**src/rtl/cpu_sequencer_pkg.sv**
```systemverilog
// Shared definitions for the sequencer: phase codes seen by the control unit,
// the default instruction width and the sequencer's internal state type.
package cpu_sequencer_pkg;

    localparam logic [1:0] ST_LOAD    = 2'b00;
    localparam logic [1:0] ST_FETCH   = 2'b01;
    localparam logic [1:0] ST_DECODE  = 2'b10;
    localparam logic [1:0] ST_EXECUTE = 2'b11;

    localparam int CPU_INSTR_W = 12;

    typedef enum logic [2:0] {
        S_LOAD,
        S_HALT,
        S_FETCH,
        S_DECODE,
        S_EXEC
    } seq_state_t;

endpackage

```
**src/rtl/cpu_sequencer_rise_detect.sv**
```systemverilog
// Rising-edge detector: one flop of history, pulse while din is high and was low last cycle.
module cpu_sequencer_rise_detect (
    input  logic clk,
    input  logic rst,
    input  logic din,
    output logic rise
);

    logic din_q;

    always_ff @(posedge clk or posedge rst) begin
        if (rst) din_q <= 1'b0;
        else     din_q <= din;
    end

    assign rise = din & ~din_q;

endmodule

```
**src/rtl/cpu_sequencer.sv**
```systemverilog
// CPU phase sequencer: streams a program image into memory, then runs
// FETCH/DECODE/EXECUTE with halt, single-step and free-run control.
module cpu_sequencer
    import cpu_sequencer_pkg::*;
#(
    parameter int PM_DEPTH = 256,
    parameter int PM_AW    = 8,
    parameter int INSTR_W  = CPU_INSTR_W,
    parameter int CNT_W    = 16
) (
    input  logic               clk,
    input  logic               rst,
    input  logic               ld_valid,
    input  logic [INSTR_W-1:0] ld_data,
    input  logic               ld_last,
    output logic               ld_ready,
    output logic [PM_AW-1:0]   pm_waddr,
    output logic [INSTR_W-1:0] pm_wdata,
    input  logic               run,
    input  logic               step,
    input  logic               reload,
    output logic [1:0]         state,
    output logic               cu_valid,
    output logic               halted,
    output logic               load_done,
    output logic               load_overflow,
    output logic [CNT_W-1:0]   instr_count
);

    seq_state_t       fsm, fsm_nxt;
    logic [PM_AW-1:0] addr;
    logic             step_mode;
    logic             step_rise;
    logic             accept;
    logic             last_addr;

    cpu_sequencer_rise_detect u_step_edge (
        .clk  (clk),
        .rst  (rst),
        .din  (step),
        .rise (step_rise)
    );

    assign accept    = ld_valid & ld_ready;
    assign last_addr = (addr == PM_AW'(PM_DEPTH - 1));
    assign pm_waddr  = addr;
    assign pm_wdata  = ld_data;

    // State register plus the counters/flags that move with it
    always_ff @(posedge clk or posedge rst) begin
        if (rst) begin
            fsm           <= S_LOAD;
            addr          <= '0;
            load_done     <= 1'b0;
            load_overflow <= 1'b0;
            instr_count   <= '0;
            step_mode     <= 1'b0;
        end else begin
            fsm <= fsm_nxt;
            case (fsm)
                S_LOAD: begin
                    if (accept) begin
                        addr <= addr + 1'b1;
                        if (ld_last || last_addr) begin
                            load_done     <= 1'b1;
                            load_overflow <= ~ld_last;
                        end
                    end
                end
                S_HALT: begin
                    if (reload) begin
                        addr          <= '0;
                        load_done     <= 1'b0;
                        load_overflow <= 1'b0;
                    end else if (run) begin
                        step_mode <= 1'b0;
                    end else if (step_rise) begin
                        step_mode <= 1'b1;
                    end
                end
                S_EXEC:  instr_count <= instr_count + 1'b1;
                default: ;
            endcase
        end
    end

    always_comb begin
        fsm_nxt = fsm;
        case (fsm)
            S_LOAD:   if (accept && (ld_last || last_addr)) fsm_nxt = S_HALT;
            S_HALT: begin
                if (reload)                fsm_nxt = S_LOAD;
                else if (run || step_rise) fsm_nxt = S_FETCH;
            end
            S_FETCH:  fsm_nxt = S_DECODE;
            S_DECODE: fsm_nxt = S_EXEC;
            S_EXEC:   fsm_nxt = (step_mode || !run) ? S_HALT : S_FETCH;
            default:  fsm_nxt = S_LOAD;
        endcase
    end

    // cu_valid is also gated by rst so an asserted reset never enables the control unit
    always_comb begin
        state    = ST_LOAD;
        cu_valid = 1'b0;
        ld_ready = 1'b0;
        halted   = 1'b0;
        case (fsm)
            S_LOAD: begin
                ld_ready = 1'b1;
                cu_valid = ld_valid & ~rst;
            end
            S_HALT:   halted = 1'b1;
            S_FETCH:  begin state = ST_FETCH;   cu_valid = 1'b1; end
            S_DECODE: begin state = ST_DECODE;  cu_valid = 1'b1; end
            S_EXEC:   begin state = ST_EXECUTE; cu_valid = 1'b1; end
            default:  ;
        endcase
    end

endmodule
```
**config.mk**
```make
export PLATFORM = sky130hd
export DESIGN_NAME = cpu_sequencer
export DESIGN_NICKNAME = d
export VERILOG_FILES = /design/src/rtl/cpu_sequencer_pkg.sv /design/src/rtl/cpu_sequencer_rise_detect.sv /design/src/rtl/cpu_sequencer.sv
export SDC_FILE = /design/constraint.sdc
export NUM_CORES = 1
export LEC_CHECK = 0
export ABC_AREA = 1
export CAP_MARGIN = 20
export CORE_UTILIZATION = 25
export DETAILED_ROUTE_END_ITERATION = 8
export GPL_TIMING_DRIVEN = 1
export MAX_ROUTING_LAYER = met4
export SETUP_SLACK_MARGIN = 0.15
export SLEW_MARGIN = 20
export SYNTH_ARGS = -nofsm -noshare
export SYNTH_HDL_FRONTEND = slang
export SYNTH_SLANG_ARGS = --single-unit
```
**constraint.sdc**
```tcl
create_clock -name clk -period 1.8 [get_ports clk]
set_input_delay 0.18 -clock clk [delete_from_list [all_inputs] [get_ports clk]]
set_output_delay 0.18 -clock clk [all_outputs]
set_load 0.05 [all_outputs]
```
==> key figures, run 1 <==
STA
  – Slew headroom: 66.42%
  – Final Setup Violations: 0
  – Fmax: 560.6 MHz
  – Final number of max-transition violations: 0
  – Tightest Pin Transition: 0.5028 ns
  – RSZ-0062 raised after global routing: yes
  – Min Hold Slack: roughly 0.23 ns
  – Worst Skew: between 0.009 and 0.01 ns
  – Final Hold Violating Endpoints: 0
  – Min Tclk post-route: 1.784 ns
  – Tcrit/Tclk final: 99.10%
  – PnR worst setup slack: approximately 0.016 ns

Routing
  – Detailed Route WL: 4001 um
  – Via Count: 1513
  – Pre-antenna DRT Iters: 4
  – Antenna-violating nets left: 0
  – First DRT Iteration DRCs: approximately 80
  – Via density: 4.134
  – DRC violations left: 0
  – Routed len/inst: 10.93 um

Critical path
  – Reg2reg start: fsm[0]
  – Highest-delay cell along the critical path: dfrtp_2
  – Worst path required time: 1.62 ns
  – Slowest stage delay, CP: 0.45 ns
  – Crit path launch type: flip-flop
  – CP startpoint: fsm[0]
  – Critical-path maximum fanout: 4
  – Stages on worst setup path: 6
  – Crit path capture: cu_valid
  – Arrival time at the worst endpoint: 1.60 ns
  – Worst-path cell chain: inv_2 > nand2_4 > nor2_4 > nand2_2 > o211ai_1 > clkbuf_16
  – Reg-to-reg slack, setup: 0.30 ns
  – CP Buf/Inv Count: 2
  – Top Family by Delay on Critical Path: flip-flops
  – Crit Path Class: flip-flop to output port
  – R2R cell count: 9
  – Worst Setup End Kind: output port
  – Reg-to-Reg End: pm_waddr[7]

Logic synthesis
  – Top cell type's share of synthesized area: between 40% and 50%
  – Gate Count Post-Synth: 230
  – Synth Flop Type: dfrtp_1
  – EDFF count, synth: 0
  – Synthesized area: around 1800 um^2
  – Post-synth ARST share: 100.0%
  – Register area share after synthesis: 44.19%
  – Ys Warns: 0
  – Post-synth top area cell: dfrtp_1
  – Ranking of synthesized cells by area: dfrtp_1, nand2_1, inv_1
  – Mapped Nets: 251
  – Post-synth cell types: 22
  – Mapped Avg Cell Area: about 7.6 um^2
  – Yosys reg bits: 31

Power and ir drop
  – Net Sw Frac: a little under half
  – Flop pwr share: 29.4%
  – Internal: 1.786 mW
  – PwrDens: 1395 nW/um^2
  – Final Power: around 3.3 mW
  – P_leak: 1.207 nW
  – NetSw: between 1 and 1.5 mW
  – Peak supply drop: 995.2 uV
  – Comb pwr share: 54.8%
  – Clock network power share: 15.7%

Clocking
  – Hold buffer count at CTS: 0
  – Clk slew on worst S/H paths: 0.06 ns
  – CTS buffer count: 5
  – CTS tree: built
  – Max H-tree Level: 2
  – Clock Sinks: 31
  – Clock tree buffer depth: 2
  – Later-pin clock latency in the skew report: 0.28 ns
  – Clk Tree Root Cell: clkbuf_8

Cells and area
  – Utilization after layout: 34.62%
  – Area delta synth->final: 34.00%
  – Layout cells sized above 1: 17.41%
  – Antenna Cells: 0
  – Most frequent cells in the layout: nand2_1, dfrtp_1, inv_1
  – Commonest non-fill, non-tap cell in the layout: nand2_1
  – Nets: 291

GRT
  – Gr ovfl total: 0
  – Initial antenna violation count: 0
  – Global-route wire length before repair: 6720 um
  – GR Util met1: 15.20%
  – GRT Max-Usage Layer: met2
  – Routing usage on met2: roughly a fifth
  – Total track usage: 12.03%
  – Largest net degree at the start of global routing: 25
  – Vias in the first global route: around 1400
  – Met3 Use GR: 2.791%

Placement
  – Dpl ws: 0.2828 ns
  – Gpl congestion: 0.7991
  – Port Buffers: 37
  – Hpwl dp: a little under 3000 um

Job
  – Max Cap Viol: 0

Die
  – Die area: approximately 7400 um^2
  – Die Wd: ~86 um
  – Core Region: 6794 um^2
  – Initial Util: between 20% and 30%
  – Top Ports: 62
  – Die Ht: 85.80 um
  – Number of core rows: 30

Worst hold path
  – Path category of the worst min-delay check: input pin to async pin

Status
  – Status: finished clean
==> how the worst min path moves through the flow <==
stage | start | endpoint | slack [ns]
floorplan | step | u_step_edge.din_q | 0.21
global placement | ld_data[6] | pm_wdata[6] | 0.36
detailed placement | ld_data[6] | pm_wdata[6] | 0.36
CTS | rst | load_overflow | 0.24
global route | rst | step_mode | 0.26
finish | rst | load_overflow | 0.23
==> sequential cells by signal, summed over array words and instances, names as in the netlist <==
name               cells
fsm                    3
instr_count           16
load_done              1
load_overflow          1
pm_waddr               8
step_mode              1
u_step_edge.din_q      1
==> cell usage after synthesis (2+ instances only) <==
master / instances
nand3_1: 13
nor2_1: 23
inv_2: 3
xnor2_1: 6
buf_4: 12
a21oi_1: 5
inv_1: 27
nor3_1: 3
dfrtp_1: 31
nor2_2: 3
o21ai_0: 10
nand2_1: 67
nor2_4: 3
nand2_2: 6
xor2_1: 4
nand4_1: 7
ha_1: 2
==> layout make-up <==
cell class	instances	area, um^2
inverter	30	112.6
sequential	31	779.5
tap	96	120.1
multi-input combinational	157	794.5
timing repair buffer	45	469.2
clock buffer	7	76.32
fill	722	4442
==> metal layers <==
layer	routed length, um	part of all wire, %	vias up
li1	-	-	792
met1	1943	49	678
met2	1818	45	36
met3	188	4.7	7
met4	51	1.3	0
met5	0	0	-
==> stage by stage <==
stage | instance area [um^2] | TNS [ns] | std cells
after floorplan | 1769 | -0.4961 | 230
after global placement | 2222 | 0 | 352
after detailed placement | 2222 | 0 | 352
after CTS | 2315 | 0 | 362
after global routing | 2352 | -0.03350 | 366
final | 2352 | 0 | 366
==> power by group through the flow <==
stage	sequential (mW)	clock (mW)	combinational, mW
CTS	0.966	0.534	1.75
finish	0.966	0.516	1.80
detailed placement	0.980	0	1.65
global route	0.985	0.569	1.92
global placement	0.976	0	1.63
floorplan	1.24	0	0.825
==> what timing repair did <==
item,4_1_cts,5_1_grt
hold endpoints to repair,0,0
pin swaps,2,4
buffers inserted,3,4
cloned,0,0
setup endpoints to repair,18,6
resized for setup,18,6
==> worst reg2reg max path, cell delays in order, from the launching register on <==
cell and delay [ns]:
dfrtp_2 0.42, buf_4 0.13, buf_4 0.11, nand3_2 0.15, inv_2 0.13, nand2_2 0.12, nand2_2 0.15, inv_1 0.08
nand2_1 0.06, o21ai_1 0.06
==> logic make-up (layout without fill, tap and decap cells) <==
family                   after synthesis  in the layout  synth area share [%]
AO/OA/AOI/OAI                         19             19                 5.845
XOR/XNOR                              10             10                 4.989
adder cells (fa/ha/maj)                2              2                 1.425
AND/OR/NAND/NOR                      126            126                 32.00
buffers and inverters                 42             82                 11.55
flip-flops                            31             31                 44.19
(Power assumes the default switching activity.)
==> inputs of run 2 (changes only) <==
--- a/config.mk
+++ b/config.mk
@@ -8,6 +8,7 @@
 export ABC_AREA = 1
 export CAP_MARGIN = 20
 export CORE_UTILIZATION = 25
+export CTS_BUF_LIST = sky130_fd_sc_hd__clkbuf_8
 export DETAILED_ROUTE_END_ITERATION = 8
 export GPL_TIMING_DRIVEN = 1
 export MAX_ROUTING_LAYER = met4
==> key figures, run 2 (synthesized netlist as in run 1, its figures left out) <==
Power and ir drop
  – P_leak: 1.215 nW (+0.69%)
  – PwrDens: 1389 nW/um^2 (-0.39%)
  – Peak supply drop: 988.5 uV (-0.67%)
  – Final Power: 3.268 mW (-0.39%)

Die
  – Die area: 7361 um^2 (unchanged)
  – Die Wd: 85.80 um (unchanged)
  – Initial Util: 25.84% (unchanged)
  – Number of core rows: 30 (unchanged)
  – Top Ports: 62 (unchanged)
  – Core Region: 6794 um^2 (unchanged)
  – Die Ht: 85.80 um (unchanged)

Critical path
  – Crit Path Class: flip-flop to output port
  – Worst Setup End Kind: output port
  – Reg-to-Reg End: pm_waddr[7]
  – CP Buf/Inv Count: 2 (unchanged)
  – Slowest stage delay, CP: 0.45 ns (about the same)
  – Critical-path maximum fanout: 4 (unchanged)
  – Top Family by Delay on Critical Path: flip-flops
  – Reg2reg start: fsm[0]
  – Worst path required time: 1.62 ns (about the same)
  – Worst-path cell chain: inv_2 > nand2_4 > nor2_4 > nand2_2 > o211ai_1 > clkbuf_16
  – Highest-delay cell along the critical path: dfrtp_2
  – Arrival time at the worst endpoint: 1.60 ns (about the same)
  – R2R cell count: 9 (unchanged)
  – Crit path launch type: flip-flop
  – Reg-to-reg slack, setup: 0.30 ns (about the same)

STA
  – Min Hold Slack: 0.2277 ns (-0.0004310 ns)
  – Slew headroom: 66.42% (about the same)
  – Min Tclk post-route: 1.782 ns (-0.001606 ns)
  – Final number of max-transition violations: 0 (unchanged)
  – Tcrit/Tclk final: 99.01% (about the same)
  – Final Setup Violations: 0 (unchanged)
  – Fmax: 561.1 MHz (about the same)
  – Final Hold Violating Endpoints: 0 (unchanged)
  – PnR worst setup slack: 0.01788 ns (+0.001605 ns)
  – Tightest Pin Transition: 0.5028 ns (-0.0000002980 ns)
  – Worst Skew: 0.009717 ns (-0.00005149 ns)
  – RSZ-0062 raised after global routing: yes

Placement
  – Area after DPL: 2222 um^2 (unchanged)
  – Hpwl dp: 2893 um (unchanged)
  – Port Buffers: 37 (unchanged)
  – Gpl congestion: 0.7991 (unchanged)
  – Dpl ws: 0.2828 ns (unchanged)

Cells and area
  – Layout cells sized above 1: 17.41% (unchanged)
  – Area delta synth->final: 34.00% (unchanged)
  – Largest Register: instr_count
  – Utilization after layout: 34.62% (unchanged)
  – Max reg flops: 16 (unchanged)
  – Nets: 291 (unchanged)
  – Non-Filler Cell Area, Final: 2352 um^2 (unchanged)
  – Most frequent cells in the layout: nand2_1, inv_1, dfrtp_1
  – Commonest non-fill, non-tap cell in the layout: nand2_1
  – Antenna Cells: 0 (unchanged)

Clocking
  – Clk slew on worst S/H paths: 0.06 ns (about the same)
  – Clock tree buffer depth: 2 (unchanged)
  – Later-pin clock latency in the skew report: 0.28 ns (about the same)
  – CTS tree: built
  – Hold buffer count at CTS: 0 (unchanged)
  – Max H-tree Level: 2 (unchanged)
  – CTS buffer count: 5 (unchanged)
  – Clk Tree Root Cell: clkbuf_8
  – Clock Sinks: 31 (unchanged)

Routing
  – Routed len/inst: 10.93 um (about the same)
  – Via Count: 1514 (+0.066%)
  – DRC violations left: 0 (unchanged)
  – Via density: 4.137 (about the same)
  – Detailed Route WL: 3999 um (about the same)
  – Pre-antenna DRT Iters: 4 (unchanged)
  – Antenna-violating nets left: 0 (unchanged)
  – First DRT Iteration DRCs: 78 (-4.9%)

GRT
  – Vias in the first global route: 1442 (unchanged)
  – Gr ovfl total: 0 (unchanged)
  – Global-route wire length before repair: 6720 um (unchanged)
  – Total track usage: 12.03% (unchanged)
  – Largest net degree at the start of global routing: 25 (unchanged)
  – Initial antenna violation count: 0 (unchanged)

Job
  – Max Cap Viol: 0 (unchanged)

Status
  – Status: finished clean

Worst hold path
  – Path category of the worst min-delay check: input pin to async pin
==> run 2: per-stage QoR <==
step | TNS, ns | cells
floorplan | -0.4961 | 230
global placement | 0 | 352
detailed placement | 0 | 352
CTS | 0 | 362
global route | -0.03405 | 366
finish | 0 | 366
==> run 2: worst max path at each step <==
| stage | depth (start not counted) | endpoint | start |
|---|---|---|---|
| floorplan | 5 | cu_valid | fsm[0] |
| global placement | 6 | cu_valid | fsm[0] |
| detailed placement | 6 | cu_valid | fsm[0] |
| CTS | 6 | cu_valid | fsm[1] |
| global route | 6 | cu_valid | fsm[0] |
| finish | 6 | cu_valid | fsm[0] |
==> run 2: power breakdown <==
group          internal, mW  switching (mW)  leakage (nW)  total [mW]
combinational         0.695            1.10         0.755        1.80
clock                 0.254           0.251        0.0466       0.506
sequential            0.825           0.140         0.414       0.966
total                  1.77            1.49          1.22        3.27
==> run 2: area by class of cell <==
| type | count | area (um^2) |
|---|---|---|
| multi-input combinational | 157 | 794.5 |
| sequential | 31 | 779.5 |
| tap | 96 | 120.1 |
| timing repair buffer | 45 | 469.2 |
| inverter | 30 | 112.6 |
| fill | 722 | 4442 |
| clock inverter | 2 | 7.507 |
| clock buffer | 5 | 68.82 |
==> run 2: layer usage <==
| metal | routed length [um] | up-vias | GRT usage (%) |
|---|---|---|---|
| met3 | 188 | 7 | 2.791 |
| met2 | 1828 | 36 | 19.13 |
| met5 | 0 | - | - |
| li1 | - | 791 | - |
| met1 | 1931 | 680 | 15.20 |
| met4 | 51 | 0 | 3.788 |
==> run 2: worst register-to-register path, stage by stage (launching register included) <==
cell and delay, ns:
dfrtp_2 0.42, buf_4 0.13, buf_4 0.11, nand3_2 0.15
inv_2 0.13, nand2_2 0.12, nand2_2 0.15, inv_1 0.08
nand2_1 0.06, o21ai_1 0.06
==> run 2: repair_timing <==
action	4_1_cts	5_1_grt
setup buffers	3	4
resized for setup	18	6
endpoints found under the setup margin	18	6
pin swaps	2	4
==> inputs of run 3 (changes only) <==
--- a/config.mk
+++ b/config.mk
@@ -16,4 +16,6 @@
 export SLEW_MARGIN = 20
 export SYNTH_ARGS = -nofsm -noshare
 export SYNTH_HDL_FRONTEND = slang
+export SYNTH_HIERARCHICAL = 1
 export SYNTH_SLANG_ARGS = --single-unit
+export TNS_END_PERCENT = 100
==> constraint.sdc (replaced) <==
create_clock -name clk -period 1.8 [get_ports clk]
set_input_delay 0.27 -clock clk [delete_from_list [all_inputs] [get_ports clk]]
set_output_delay 0.27 -clock clk [all_outputs]
set_load 0.05 [all_outputs]
==> key figures, run 3 <==
Critical path
  – Crit path launch type: flip-flop
  – Reg-to-reg slack, setup: 0.41 ns (+0.11 ns)
  – Reg-to-Reg End: instr_count[13]
  – Critical-path maximum fanout: 2 (-2)
  – Crit Path Class: flip-flop to output port
  – Worst Setup End Kind: output port
  – Arrival time at the worst endpoint: 1.51 ns (-0.09 ns)
  – Reg2reg start: fsm[0]
  – Crit path capture: cu_valid
  – Worst path required time: 1.53 ns (-0.09 ns)
  – R2R cell count: 7 (-2)
  – CP startpoint: fsm[0]

Clocking
  – CTS buffer count: 5 (unchanged)
  – Later-pin clock latency in the skew report: 0.29 ns (about the same)
  – CTS tree: built
  – Clock Sinks: 31 (unchanged)
  – Hold buffer count at CTS: 0 (unchanged)
  – Clk Tree Root Cell: clkbuf_8
  – Max H-tree Level: 2 (unchanged)
  – Clock tree buffer depth: 2 (unchanged)
  – Clk slew on worst S/H paths: 0.07 ns (about the same)

Logic synthesis
  – Top cell type's share of synthesized area: 42.35% (-1.8 points)
  – Register area share after synthesis: 42.35% (-1.8 points)
  – Post-synth top area cell: dfrtp_1
  – Most frequent cell after synthesis: nand2_1
  – EDFF count, synth: 0 (unchanged)
  – Mapped Nets: 253 (+0.80%)
  – Ranking of synthesized cells by area: dfrtp_1, nand2_1, inv_1
  – Post-synth cell types: 29 (+32%)
  – Commonest cells post-synth: nand2_1, dfrtp_1, inv_1, nor2_1, nand3_1
  – Synthesized area: 1832 um^2 (+4.3%)
  – Gate Count Post-Synth: 232 (+0.87%)
  – Yosys reg bits: 31 (unchanged)
  – Mapped Avg Cell Area: 7.896 um^2 (+3.4%)
  – Ys Warns: 6 (+6)
  – Synth Flop Type: dfrtp_1
  – Post-synth ARST share: 100.0% (unchanged)

GRT
  – Total track usage: 12.57% (+0.54 points)
  – Vias in the first global route: 1573 (+9.1%)
  – Gr ovfl total: 0 (unchanged)
  – Largest net degree at the start of global routing: 31 (+24%)
  – Initial antenna violation count: 0 (unchanged)
  – Global-route wire length before repair: 7196 um (+7.1%)

STA
  – Tcrit/Tclk final: 99.10% (about the same)
  – Final Hold Violating Endpoints: 0 (unchanged)
  – Min Hold Slack: 0.1778 ns (-0.04985 ns)
  – Final Setup Violations: 0 (unchanged)
  – Tightest Pin Transition: 0.4901 ns (-0.01276 ns)
  – Min Tclk post-route: 1.784 ns (+0.001624 ns)
  – Fmax: 560.6 MHz (about the same)
  – Setup TNS: 0 ns (unchanged)
  – Final number of max-transition violations: 0 (unchanged)
  – RSZ-0062 raised after global routing: yes
  – PnR worst setup slack: 0.01626 ns (-0.001624 ns)
  – Slew headroom: 67.46% (+1.0 points)
  – Worst Skew: 0.01059 ns (+0.0008757 ns)

Placement
  – Dpl ws: 0.09794 ns (-0.1848 ns)
  – Port Buffers: 37 (unchanged)
  – Gpl congestion: 0.8329 (+4.2%)
  – Area after DPL: 2245 um^2 (+1.0%)
  – Hpwl dp: 2970 um (+2.6%)

Job
  – Max Cap Viol: 0 (unchanged)

Worst hold path
  – Path category of the worst min-delay check: input pin to async pin

Power and ir drop
  – PwrDens: 1368 nW/um^2 (-1.5%)
  – P_leak: 1.270 nW (+4.5%)
  – Internal: 1.943 mW (+9.5%)
  – NetSw: 1.434 mW (-4.0%)
  – Comb pwr share: 51.7% (-3.3 points)
  – Clock network power share: 21.6% (+6.1 points)
  – Flop pwr share: 26.7% (-2.8 points)
  – Net Sw Frac: 42.47% (-3.2 points)
  – Peak supply drop: 698.3 uV (-29%)

Die
  – Die Wd: 87.60 um (+2.1%)
  – Die Ht: 87.60 um (+2.1%)
  – Core Region: 6944 um^2 (+2.2%)
  – Top Ports: 62 (unchanged)
  – Number of core rows: 30 (unchanged)
  – Die area: 7674 um^2 (+4.3%)
  – Initial Util: 26.38% (+0.54 points)

Routing
  – DRC violations left: 0 (unchanged)
  – First DRT Iteration DRCs: 37 (-53%)
  – Routed len/inst: 11.12 um (+1.8%)
  – Antenna-violating nets left: 0 (unchanged)
  – Pre-antenna DRT Iters: 4 (unchanged)
  – Detailed Route WL: 4114 um (+2.9%)
  – Via density: 4.235 (+2.4%)
  – Via Count: 1567 (+3.5%)

Cells and area
  – Non-Filler Cell Area, Final: 2469 um^2 (+4.9%)
  – Largest Register: instr_count
  – Layout cells sized above 1: 28.47% (+11 points)
  – Max reg flops: 16 (unchanged)
  – Nets: 294 (+1.0%)
  – Fillcell total: 726 (+0.55%)
  – Area delta synth->final: 34.77%
  – Commonest non-fill, non-tap cell in the layout: nand2_1
  – Most frequent cells in the layout: nand2_1, buf_4, dfrtp_1
  – Antenna Cells: 0 (unchanged)

Status
  – Status: finished clean
-- run 3: changes by cell type in the layout (fill, tap and decap cells not counted), sizes merged, moves of 2 or more --
cell and change:
nor2 +3, clkinv +2, nand3 +5, dlymetal6s2s -3
nand4 -2, buf +20, dlygate4sd2 -14, nand2 -5
o21ai -5
-- run 3: logic make-up after synthesis --
| kind of cell | synth area share (%) |
|---|---|
| and+or+nand+nor | 33.61 |
| adders and majority gates | 1.366 |
| buffers and inverters | 12.84 |
| AOI/OAI and AO/OA | 4.577 |
| DFF | 42.35 |
| xor gates and xnor gates | 5.259 |
-- run 3: stage by stage --
stage,utilization (%),std cells,power [mW]
finish,35.55,370,3.377
global route,35.55,370,3.592
CTS,34.77,367,3.309
detailed placement,32.32,355,2.448
global placement,32.32,355,2.438
floorplan,-,232,1.967
-- run 3: power groups by stage --
stage	logic [mW]	clock network, mW	registers [mW]
5_1_grt	1.89	0.783	0.922
3_5_place_dp	1.52	0	0.932
2_1_floorplan	0.815	0	1.15
6_report	1.75	0.730	0.902
4_1_cts	1.65	0.757	0.903
3_3_place_gp	1.51	0	0.927
-- run 3: cell type report --
type / instances / area [um^2] / share of cell area, %
clock inverters: 2 / 35.03 / 1.419
well taps: 96 / 120.1 / 4.866
clock buffers: 6 / 82.58 / 3.345
multi-input cells: 154 / 859.6 / 34.82
inverters: 34 / 141.4 / 5.727
repair buffers: 47 / 452.9 / 18.35
flip-flops and latches: 31 / 777.0 / 31.47
-- run 3: worst min path at each step --
| stage | end | slack [ns] | depth (start not counted) |
|---|---|---|---|
| 3_5_place_dp | u_step_edge/din_q | 0.48 | 2 |
| 3_3_place_gp | u_step_edge/din_q | 0.48 | 2 |
| 2_1_floorplan | u_step_edge/din_q | -0.001 | 1 |
| 5_1_grt | u_step_edge/din_q | 0.18 | 2 |
| 4_1_cts | u_step_edge/din_q | 0.17 | 2 |
| 6_report | u_step_edge/din_q | 0.18 | 2 |
-- run 3: worst max-delay path, stage by stage (launching register included) --
cell and delay (ns):
dfrtp_1 0.40, nor2_4 0.15, nand2_4 0.08, inv_6 0.07, nand2_8 0.05, o211ai_1 0.26, clkbuf_16 0.22
-- run 3: routing by layer --
metal  wire [um]  part of all wire [%]  up-vias  track usage (%)
li1            -                     -      788                -
met3         246                   6.0        5            3.299
met2        1991                    48       40            20.88
met1        1839                    45      734            14.76
met5           0                     0        -                -
met4          38                  0.92        0            4.173
-- run 3: repair_timing --
item,in CTS,in global routing
pin swaps,1,1
endpoints found under the setup margin,4,4
cloned,0,0
setup buffers,4,3
gates resized for setup,5,6
